<file path="src/rtl/rmt_cfg_pkg.sv">
// Shared definitions for the stage config writers: resource codes, header layout,
// beats per entry and the writer FSM encoding.
package rmt_cfg_pkg;

  localparam logic [1:0] RES_KEY_OFF = 2'd0;
  localparam logic [1:0] RES_LOOKUP  = 2'd1;
  localparam logic [1:0] RES_ACTION  = 2'd2;

  localparam int HDR_STAGE_LSB = 0;
  localparam int HDR_STAGE_W   = 4;
  localparam int HDR_RES_LSB   = 4;
  localparam int HDR_RES_W     = 4;
  localparam int HDR_ADDR_LSB  = 8;
  localparam int HDR_CNT_LSB   = 16;
  localparam int HDR_CNT_W     = 8;

  localparam logic [1:0] BEATS_KEY_OFF = 2'd1;
  localparam logic [1:0] BEATS_LOOKUP  = 2'd2;
  localparam logic [1:0] BEATS_ACTION  = 2'd3;

  typedef enum logic [1:0] {
    ST_IDLE,
    ST_COLLECT,
    ST_WRITE,
    ST_DRAIN
  } cfg_state_e;

  function automatic logic [1:0] beats_per_entry(input logic [1:0] res);
    case (res)
      RES_KEY_OFF: beats_per_entry = BEATS_KEY_OFF;
      RES_LOOKUP:  beats_per_entry = BEATS_LOOKUP;
      default:     beats_per_entry = BEATS_ACTION;
    endcase
  endfunction

endpackage

</file>
<file path="src/rtl/cfg_entry_assembler.sv">
// Collects the leading beats of a table entry; the final beat is taken straight
// from the stream by the writer, so entry_ready fires combinationally with it.
module cfg_entry_assembler
  import rmt_cfg_pkg::*;
#(
  parameter int DW = 256
) (
  input  logic            clk,
  input  logic            rst_n,
  input  logic            clear,
  input  logic            beat_valid,
  input  logic [DW-1:0]   beat,
  input  logic [1:0]      res,
  output logic [2*DW-1:0] held,
  output logic            entry_ready
);

  logic [1:0]    beat_cnt;
  logic [1:0]    beats_needed;
  logic [DW-1:0] slot0;
  logic [DW-1:0] slot1;

  assign beats_needed = beats_per_entry(res);
  assign entry_ready  = beat_valid && (beat_cnt == beats_needed - 2'd1);
  assign held         = {slot1, slot0};

  always_ff @(posedge clk or negedge rst_n) begin
    if (!rst_n) begin
      beat_cnt <= 2'd0;
      slot0    <= '0;
      slot1    <= '0;
    end else if (clear) begin
      beat_cnt <= 2'd0;
    end else if (beat_valid) begin
      if (entry_ready) begin
        beat_cnt <= 2'd0;
      end else begin
        beat_cnt <= beat_cnt + 2'd1;
        if (beat_cnt == 2'd0) slot0 <= beat;
        else                  slot1 <= beat;
      end
    end
  end

endmodule

</file>
<file path="src/rtl/stage_cfg_writer.sv">
// Turns stage-addressed AXI-Stream config packets into single-cycle table write
// strobes for one pipeline stage (key-offset RAM, match table, action RAM).
//
// state   | meaning
// IDLE    | waiting for a header beat
// COLLECT | gathering the beats of one entry
// WRITE   | strobe cycle, stream stalled
// DRAIN   | discarding beats up to tlast
module stage_cfg_writer
  import rmt_cfg_pkg::*;
#(
  parameter int STAGE               = 0,
  parameter int C_S_AXIS_DATA_WIDTH = 256,
  parameter int KEY_LEN             = 197,
  parameter int ACT_LEN             = 25,
  parameter int KEY_OFF             = 18,
  parameter int ADDR_W              = 4
) (
  input  logic                           axis_clk,
  input  logic                           aresetn,
  input  logic [C_S_AXIS_DATA_WIDTH-1:0] s_axis_tdata,
  input  logic                           s_axis_tvalid,
  input  logic                           s_axis_tlast,
  output logic                           s_axis_tready,
  output logic [KEY_OFF-1:0]             key_off_entry_out,
  output logic [ADDR_W-1:0]              key_off_entry_addr,
  output logic                           key_off_entry_valid,
  output logic [KEY_LEN-1:0]             lookup_din,
  output logic [KEY_LEN-1:0]             lookup_din_mask,
  output logic [ADDR_W-1:0]              lookup_din_addr,
  output logic                           lookup_din_en,
  output logic [ACT_LEN*25-1:0]          action_data_out,
  output logic [ADDR_W-1:0]              action_addr,
  output logic                           action_en,
  output logic                           cfg_done,
  output logic                           cfg_err
);

  localparam int DW    = C_S_AXIS_DATA_WIDTH;
  localparam int ACT_W = ACT_LEN * 25;
  localparam logic [HDR_STAGE_W-1:0] STAGE_ID = HDR_STAGE_W'(STAGE);

  cfg_state_e        state_q, state_d;
  logic              rdy_q;
  logic [1:0]        res_q;
  logic [ADDR_W-1:0] addr_q;
  logic [7:0]        remaining_q;
  logic              last_q;

  logic          beat_acc;
  logic          hdr_for_us;
  logic          hdr_ok;
  logic          asm_clear;
  logic [2*DW-1:0] held;
  logic          entry_ready;
  logic          load_hdr;
  logic          advance;
  logic          wr_d;
  logic          done_d;
  logic          err_d;

  // rdy_q keeps tready low while (and just after) reset is asserted
  assign s_axis_tready = rdy_q && (state_q != ST_WRITE);
  assign beat_acc      = s_axis_tvalid && s_axis_tready;

  assign hdr_for_us = s_axis_tdata[HDR_STAGE_LSB +: HDR_STAGE_W] == STAGE_ID;
  assign hdr_ok     = (s_axis_tdata[HDR_RES_LSB +: HDR_RES_W] <= {2'b00, RES_ACTION})
                   && (s_axis_tdata[HDR_CNT_LSB +: HDR_CNT_W] != 8'd0)
                   && !s_axis_tlast;

  cfg_entry_assembler #(.DW(DW)) u_asm (
    .clk         (axis_clk),
    .rst_n       (aresetn),
    .clear       (asm_clear),
    .beat_valid  (beat_acc && (state_q == ST_COLLECT)),
    .beat        (s_axis_tdata),
    .res         (res_q),
    .held        (held),
    .entry_ready (entry_ready)
  );

  always_ff @(posedge axis_clk or negedge aresetn) begin
    if (!aresetn) state_q <= ST_IDLE;
    else          state_q <= state_d;
  end

  always_comb begin
    state_d   = state_q;
    asm_clear = 1'b0;
    load_hdr  = 1'b0;
    advance   = 1'b0;
    wr_d      = 1'b0;
    done_d    = 1'b0;
    err_d     = 1'b0;
    unique case (state_q)
      ST_IDLE: begin
        if (beat_acc) begin
          asm_clear = 1'b1;
          if (!hdr_for_us) begin
            state_d = s_axis_tlast ? ST_IDLE : ST_DRAIN;
          end else if (hdr_ok) begin
            load_hdr = 1'b1;
            state_d  = ST_COLLECT;
          end else begin
            err_d   = 1'b1;
            state_d = s_axis_tlast ? ST_IDLE : ST_DRAIN;
          end
        end
      end
      ST_COLLECT: begin
        if (beat_acc) begin
          if (entry_ready) begin
            wr_d    = 1'b1;
            done_d  = (remaining_q == 8'd1);
            state_d = ST_WRITE;
          end else if (s_axis_tlast) begin
            asm_clear = 1'b1;
            err_d     = 1'b1;
            state_d   = ST_IDLE;
          end
        end
      end
      ST_WRITE: begin
        // last entry: trailing beats are an error; earlier entry: tlast means entries missing
        if (remaining_q == 8'd1) begin
          err_d   = !last_q;
          state_d = last_q ? ST_IDLE : ST_DRAIN;
        end else begin
          advance = 1'b1;
          err_d   = last_q;
          state_d = last_q ? ST_IDLE : ST_COLLECT;
        end
      end
      ST_DRAIN: begin
        if (beat_acc && s_axis_tlast) state_d = ST_IDLE;
      end
      default: state_d = ST_IDLE;
    endcase
  end

  always_ff @(posedge axis_clk or negedge aresetn) begin
    if (!aresetn) begin
      rdy_q       <= 1'b0;
      res_q       <= RES_KEY_OFF;
      addr_q      <= '0;
      remaining_q <= 8'd0;
      last_q      <= 1'b0;
    end else begin
      rdy_q <= 1'b1;
      if (load_hdr) begin
        res_q       <= s_axis_tdata[HDR_RES_LSB +: 2];
        addr_q      <= s_axis_tdata[HDR_ADDR_LSB +: ADDR_W];
        remaining_q <= s_axis_tdata[HDR_CNT_LSB +: HDR_CNT_W];
      end
      if (advance) begin
        addr_q      <= addr_q + ADDR_W'(1);
        remaining_q <= remaining_q - 8'd1;
      end
      if (wr_d) last_q <= s_axis_tlast;
    end
  end

  always_ff @(posedge axis_clk or negedge aresetn) begin
    if (!aresetn) begin
      key_off_entry_out   <= '0;
      key_off_entry_addr  <= '0;
      key_off_entry_valid <= 1'b0;
      lookup_din          <= '0;
      lookup_din_mask     <= '0;
      lookup_din_addr     <= '0;
      lookup_din_en       <= 1'b0;
      action_data_out     <= '0;
      action_addr         <= '0;
      action_en           <= 1'b0;
      cfg_done            <= 1'b0;
      cfg_err             <= 1'b0;
    end else begin
      key_off_entry_valid <= wr_d && (res_q == RES_KEY_OFF);
      lookup_din_en       <= wr_d && (res_q == RES_LOOKUP);
      action_en           <= wr_d && (res_q == RES_ACTION);
      cfg_done            <= done_d;
      cfg_err             <= err_d;
      if (wr_d && (res_q == RES_KEY_OFF)) begin
        key_off_entry_out  <= s_axis_tdata[KEY_OFF-1:0];
        key_off_entry_addr <= addr_q;
      end
      if (wr_d && (res_q == RES_LOOKUP)) begin
        lookup_din      <= held[KEY_LEN-1:0];
        lookup_din_mask <= s_axis_tdata[KEY_LEN-1:0];
        lookup_din_addr <= addr_q;
      end
      if (wr_d && (res_q == RES_ACTION)) begin
        action_data_out <= {s_axis_tdata[ACT_W-2*DW-1:0], held};
        action_addr     <= addr_q;
      end
    end
  end

endmodule

</file>
<file path="config.mk">
export PLATFORM = sky130hd
export DESIGN_NAME = stage_cfg_writer
export DESIGN_NICKNAME = d
export VERILOG_FILES = /design/src/rtl/rmt_cfg_pkg.sv /design/src/rtl/cfg_entry_assembler.sv /design/src/rtl/stage_cfg_writer.sv
export SDC_FILE = /design/constraint.sdc
export NUM_CORES = 2
export LEC_CHECK = 0
export ABC_AREA = 1
export CORE_AREA = 4 4 510 512
export DETAILED_ROUTE_END_ITERATION = 16
export DIE_AREA = 0 0 514 516
export PLACE_DENSITY = 0.5
export SYNTH_ARGS = -nofsm -noshare
export SYNTH_HDL_FRONTEND = slang
export SYNTH_SLANG_ARGS = --single-unit
export TNS_END_PERCENT = 5
</file>
<file path="constraint.sdc">
create_clock -name axis_clk -period 2.2 [get_ports axis_clk]
set_input_delay 0.33 -clock axis_clk [delete_from_list [all_inputs] [get_ports axis_clk]]
set_output_delay 0.33 -clock axis_clk [all_outputs]
set_load 0.01 [all_outputs]
</file>
### Word-level counts from Yosys, hierarchy flattened

Index checks and enable logic that the tools add are counted.

| storage, ports and cells | value |
|---|---|
| bits in registers | 1586 |
| input port bits | 260 |
| output and inout port bits | 1055 |
| logic and storage cells | 105 |

| operators by class | value |
|---|---|
| add/sub/neg operators | 4 |
| order comparisons | 1 |
| equality and inequality tests | 12 |
| muxes and demuxes | 42 |
| bitwise logic cells | 3 |
| reductions and logical operators | 22 |

Operator list:

| cell | count |
|---|---|
| 2-bit two-way mux | 13 |
| 1-bit two-way mux | 21 |
| 8-bit two-way mux | 2 |
| 4-bit AND reduction | 3 |
| 1-bit logical AND | 10 |
| 8-bit by 1-bit equality test with 1-bit output (second input constant) | 1 |
| 4-bit two-way mux | 2 |
| 2-bit != test (second input constant) | 4 |
| 2-bit one-hot mux with 4 select lines | 1 |
| 8-bit nonzero test | 1 |
| 8-bit by 1-bit subtractor with 8-bit output (second input constant) | 1 |
| 2-bit equality test (second input constant) | 3 |
| 2-bit zero test | 3 |
| 4-bit by 1-bit adder with 4-bit output (second input constant) | 1 |
| 2-bit by 1-bit equality test with 1-bit output (second input constant) | 2 |
| 4-bit by 2-bit less-or-equal comparator with 1-bit output (second input constant) | 1 |
| 4-bit zero test | 1 |
| 2-bit one-hot mux with 2 select lines | 1 |
| 2-bit nonzero test | 2 |
| 3-bit != test (second input constant) | 1 |
| 1-bit inverter | 3 |
| 1-bit one-hot mux with 3 select lines | 1 |
| 2-bit by 1-bit adder with 2-bit output (second input constant) | 1 |
| 2-bit equality test | 1 |
| other kinds (3) | 4 |

### Longest topological paths before layout

| depth | value |
|---|---|
| word-level depth | 10 |
| depth in mapped cells | 11 |
| gate-level depth less buffers | 11 |

### Modules after synthesis

Synthesis repeated with hierarchy kept, for this count alone.

| unflattened totals | value |
|---|---|
| cells, all modules | 6989 |
| area total of the unflattened synthesis | 62847.8 um2 |

By module, submodules not included:

| module | instances | cells each | area an instance (um2) | seq. area each (um2) |
|---|---|---|---|---|
| stage_cfg_writer | 1 | 4686 | 41380.9 | 26825.7 |
| cfg_entry_assembler | 1 | 2303 | 21466.8 | 12862.3 |

### Least setup slack after synthesis

OpenSTA, ideal clock, no wires.

| timing | value |
|---|---|
| path type | reg-to-reg |
| start point | register res_q[1] |
| end point | register lookup_din[128] |
| setup time | 0.129 ns |
| data arrival time | 1.517 ns |
| required time | 2.071 ns |
| path slack | 0.554 ns |
| cell stages (with the launch flop) | 12 |
| path buffers | 3 |
| clock period less this slack | 1.646 ns |
| path through | dfrtp_1 inv_2 nand2_1 nand2_1 nand3_4 nor2_4 nand2_2 buf_6 buf_2 buf_2 nand2_1 o21ai_1 |

| on the way | value |
|---|---|
| word-level cells in the longest chain between the ends | 9 |
| elaborated cells between the ends (all ways) | 10 |
| those cells by class | add/sub (1); eq/ne (2); mux (4); reduce/logical (3) |

Ends and longest elaborated chain:

| item | RTL line | source |
|---|---|---|
| start: declaration | stage_cfg_writer.sv:45 | `logic [1:0] res_q;` |
| start signal: assignment | stage_cfg_writer.sv:151 | `res_q <= s_axis_tdata[HDR_RES_LSB +: 2];` |
| 2-bit by 1-bit equality test with 1-bit output or 2-bit zero test (tied branches) | rmt_cfg_pkg.sv:29, stage_cfg_writer.sv:187 |  |
| 2-bit one-hot mux with 2 select lines | rmt_cfg_pkg.sv:29 | `case (res)` |
| 2-bit by 1-bit subtractor with 2-bit output | cfg_entry_assembler.sv:24 | `assign entry_ready = beat_valid && (beat_cnt == beats_needed - 2'd1);` |
| 2-bit equality test | cfg_entry_assembler.sv:24 |  |
| 1-bit logical AND | cfg_entry_assembler.sv:24 |  |
| 1-bit two-way mux | stage_cfg_writer.sv:112 | `if (entry_ready) begin` |
| 1-bit two-way mux | stage_cfg_writer.sv:111 | `if (beat_acc) begin` |
| 1-bit two-way mux | stage_cfg_writer.sv:95 | `unique case (state_q)` |
| 1-bit logical AND (*) | stage_cfg_writer.sv:187 | `if (wr_d && (res_q == RES_LOOKUP)) begin` |
| end signal: assignment | stage_cfg_writer.sv:188 | `lookup_din <= held[KEY_LEN-1:0];` |
| end: declaration | stage_cfg_writer.sv:28 | `output logic [KEY_LEN-1:0] lookup_din,` |

Every way passes the cells marked *; elsewhere a longest branch is shown, timed or not.
A chain may end at the register's enable or synchronous reset.

### Final worst setup path

| timing | value |
|---|---|
| start point | register lookup_din_mask[162] |
| end point | output port lookup_din_mask[162] |

RTL lines:

| item | RTL line | source |
|---|---|---|
| start: declaration | stage_cfg_writer.sv:29 | `output logic [KEY_LEN-1:0] lookup_din_mask,` |
| start signal: assignment | stage_cfg_writer.sv:189 | `lookup_din_mask <= s_axis_tdata[KEY_LEN-1:0];` |

No word-level cell between the ends.

==> run summary <==
clk slew on worst S/H paths -> 0.06 ns
layout cells sized above 1 -> 0.0798
I/O Pins -> 1315
syn nets -> 6246
NumNets Final -> 7649
Worst Hold Class -> in -> reg
vias in the first global route -> 46605
CP Capture Type -> output port
DR vias/cell -> 4.23
clock period minus worst slack -> 2.10 ns
Worst Path Max Fanout -> 2
Rel. slew slack -> 0.513
Design Power -> 0.0779 W
top post-synthesis cells by area -> dfrtp_1 67%, nand2_1 12%, o21ai_1 8.9%
crit share post-route -> 0.956
Initial Utilization -> 0.230
combinational power share -> 0.151
Clock H-tree levels -> 4
Critical Path AT -> 1.77 ns
worst vdd ir -> 0.696 mV
Worst Tran Pin Value -> 0.731 ns
initial antenna violation count -> 45
worst-skew pair later-pin latency -> 0.82 ns
Final Setup Violations -> 0
Synth Warn # -> 0
CTS tree -> built
status -> finished clean
library cells used by synthesis -> 27
post-synthesis register bit count -> 1586
DRT iter0 DRCs -> 3893
Core Box Area -> 256000 um^2
Wirelength per Cell -> 22.5 um
pin count of the biggest net entering global routing -> 109
pre-CTS setup slack -> -0.220 ns
area delta synth->final -> 41.5%
CP Launch Type -> flip-flop
RePlAce Congestion -> 0.897
WP data required -> 1.87 ns
final max-slew violation count -> 0
Total Routed Length -> 246 mm
gr ovfl total -> 0
fmax -> 476 MHz
max cap viols -> 0
synthesized area -> 58900 um^2
Leak Pwr -> 41.8 nW
clk_skew -> 0.0493 ns
Final Worst Setup Slack -> 0.0975 ns
Clock Power Share -> 0.416
final core occ -> 0.326
CTS buffer count -> 179
DR pass1 iterations -> 7
first-pass GRT wire length -> 350 mm
Seq pwr share -> 0.433
post-synthesis sequential area ratio -> 0.674
die width -> 514 um
Setup Crit Path Kind -> reg -> out
drt drc -> 0
Core Rows -> 186
Detail Placement HPWL -> 192 mm
clk root buf -> clkbuf_16
port bufs -> 1314
hold_ws -> 0.107 ns
Int Pwr -> 0.0564 W
critical path's slowest cell -> clkdlybuf4s50_1
Final ANT Viol Nets -> 0
Die ar. -> 265000 um^2
Via Count -> 46283
Switching Share -> 0.277
worst-path cell chain -> clkdlybuf4s50_1
RSZ-0062 raised after global routing -> false
Synth Instances -> 5981
post-synth top area share -> 0.674
syn_area_per_cell -> 9.85 um^2
WP buf/inv -> 1
max incr delay on CP -> 0.59 ns
Die H -> 516 um
cell taking the most area after synthesis -> dfrtp_1
Clock Tree Buf Depth -> 3
most common cell after layout, fill and taps aside -> nand2_1
most frequent cells in the layout -> 1808 x nand2_1, 1562 x dfrtp_1, 1044 x o21ai_1
overall routing resource usage -> 0.181
CTS Sinks -> 1586
Crit path max-delay family -> buffers and inverters
power density cells -> 935 nW/um^2
final hold violation count -> 0
Psw -> 0.0216 W
metrics by stage:
| step | cell area (um^2) | setup TNS (ns) | instances |
|---|---|---|---|
| after floorplan | 58900 | 0 | 5981 |
| after global placement | 77300 | -88.00 | 10578 |
| after detailed placement | 77300 | -113.90 | 10578 |
| after CTS | 83200 | -0.134 | 10915 |
| after global routing | 83300 | 0 | 10918 |
| final | 83400 | 0 | 10930 |
cell usage after synthesis:
cell	instances
and2_1	1
buf_1	3
buf_2	202
buf_4	13
buf_6	51
clkbuf_1	79
clkinv_1	1
conb_1	1
dfrtp_1	1586
ha_1	5
inv_1	660
inv_2	3
nand2_1	1809
nand2_2	2
nand2_4	1
nand3_1	25
nand3_2	1
nand3_4	1
nand4_1	4
nor2_1	31
nor2_4	3
nor3_1	1
o211ai_1	1
o21ai_0	450
o21ai_1	1044
o22ai_1	1
xor2_1	2
sequential cells by signal, indices dropped and copies added, names as in the netlist:
name / count
lookup_din: 197
action_data_out: 625
addr_q: 4
rdy_q: 1
remaining_q: 8
u_asm.slot0: 256
lookup_din_en: 1
res_q: 2
key_off_entry_out: 18
lookup_din_addr: 4
state_q: 2
cfg_done: 1
lookup_din_mask: 197
u_asm.slot1: 256
action_en: 1
last_q: 1
action_addr: 4
cfg_err: 1
key_off_entry_valid: 1
key_off_entry_addr: 4
u_asm.beat_cnt: 2
final cells by class:
class / count / area (um^2)
diodes: 13 / 32.5
clock buffers: 253 / 5210
clock inverters: 77 / 1200
fillers: 26265 / 172000
inverters: 664 / 2490
multi-input cells: 3383 / 14800
flip-flops and latches: 1586 / 39700
well taps: 3384 / 4230
repair buffers: 1570 / 15700
per-layer routing:
metal	track usage	up-vias	part of all wire
li1	-	21773	-
met1	0.232	22556	0.42
met2	0.280	1570	0.44
met4	0.0638	32	0.039
met3	0.0700	352	0.097
met5	0	-	0.00092
cells by family (layout without fill, tap and decap cells):
family / Yosys count / count (layout) / synth area share
adders and majority gates: 5 / 5 / 0.00106
other: 1 / 14 / 0.0000637
AOI/OAI and AO/OA: 1496 / 1496 / 0.127
and+or+nand+nor: 1879 / 1879 / 0.121
buffers and inverters: 1012 / 2564 / 0.0761
xor gates and xnor gates: 2 / 2 / 0.000297
DFF: 1586 / 1586 / 0.674
power groups by stage:
| stage | sequential, W | combinational [W] | clock (W) |
|---|---|---|---|
| CTS | 0.0338 | 0.0121 | 0.0334 |
| detailed placement | 0.0343 | 0.0127 | 0 |
| global route | 0.0341 | 0.0129 | 0.0346 |
| finish | 0.0338 | 0.0118 | 0.0324 |
| global placement | 0.0342 | 0.0126 | 0 |
| floorplan | 0.0348 | 0.00322 | 0 |
final timing paths:
check,from,end,slack [ns],cells past startpoint
worst min register to register,u_asm.slot1[209]$_DFFE_PN0P_,action_data_out[465]$_DFFE_PN0P_,0.48,2
worst min-delay path,s_axis_tdata[225],u_asm.slot0[225]$_DFFE_PN0P_,0.11,3
min in group asynchronous,aresetn,action_data_out[609]$_DFFE_PN0P_,0.60,3
worst max register to register,res_q[1]$_DFFE_PN0P_,action_data_out[194]$_DFFE_PN0P_,0.16,10
max in group asynchronous,aresetn,u_asm.slot1[35]$_DFFE_PN0P_,0.49,4
worst max-delay path,lookup_din_mask[162]$_DFFE_PN0P_,lookup_din_mask[162],0.1,1
what timing repair did:
action                                   CTS  global route
hold buffers                               7             0
endpoints found under the setup margin   474           105
cloned                                     0             1
resized for setup                        507            36
buffers inserted                           0             1
hold endpoints to repair                1146             0
Note: power is estimated with default switching activity, not from simulation.
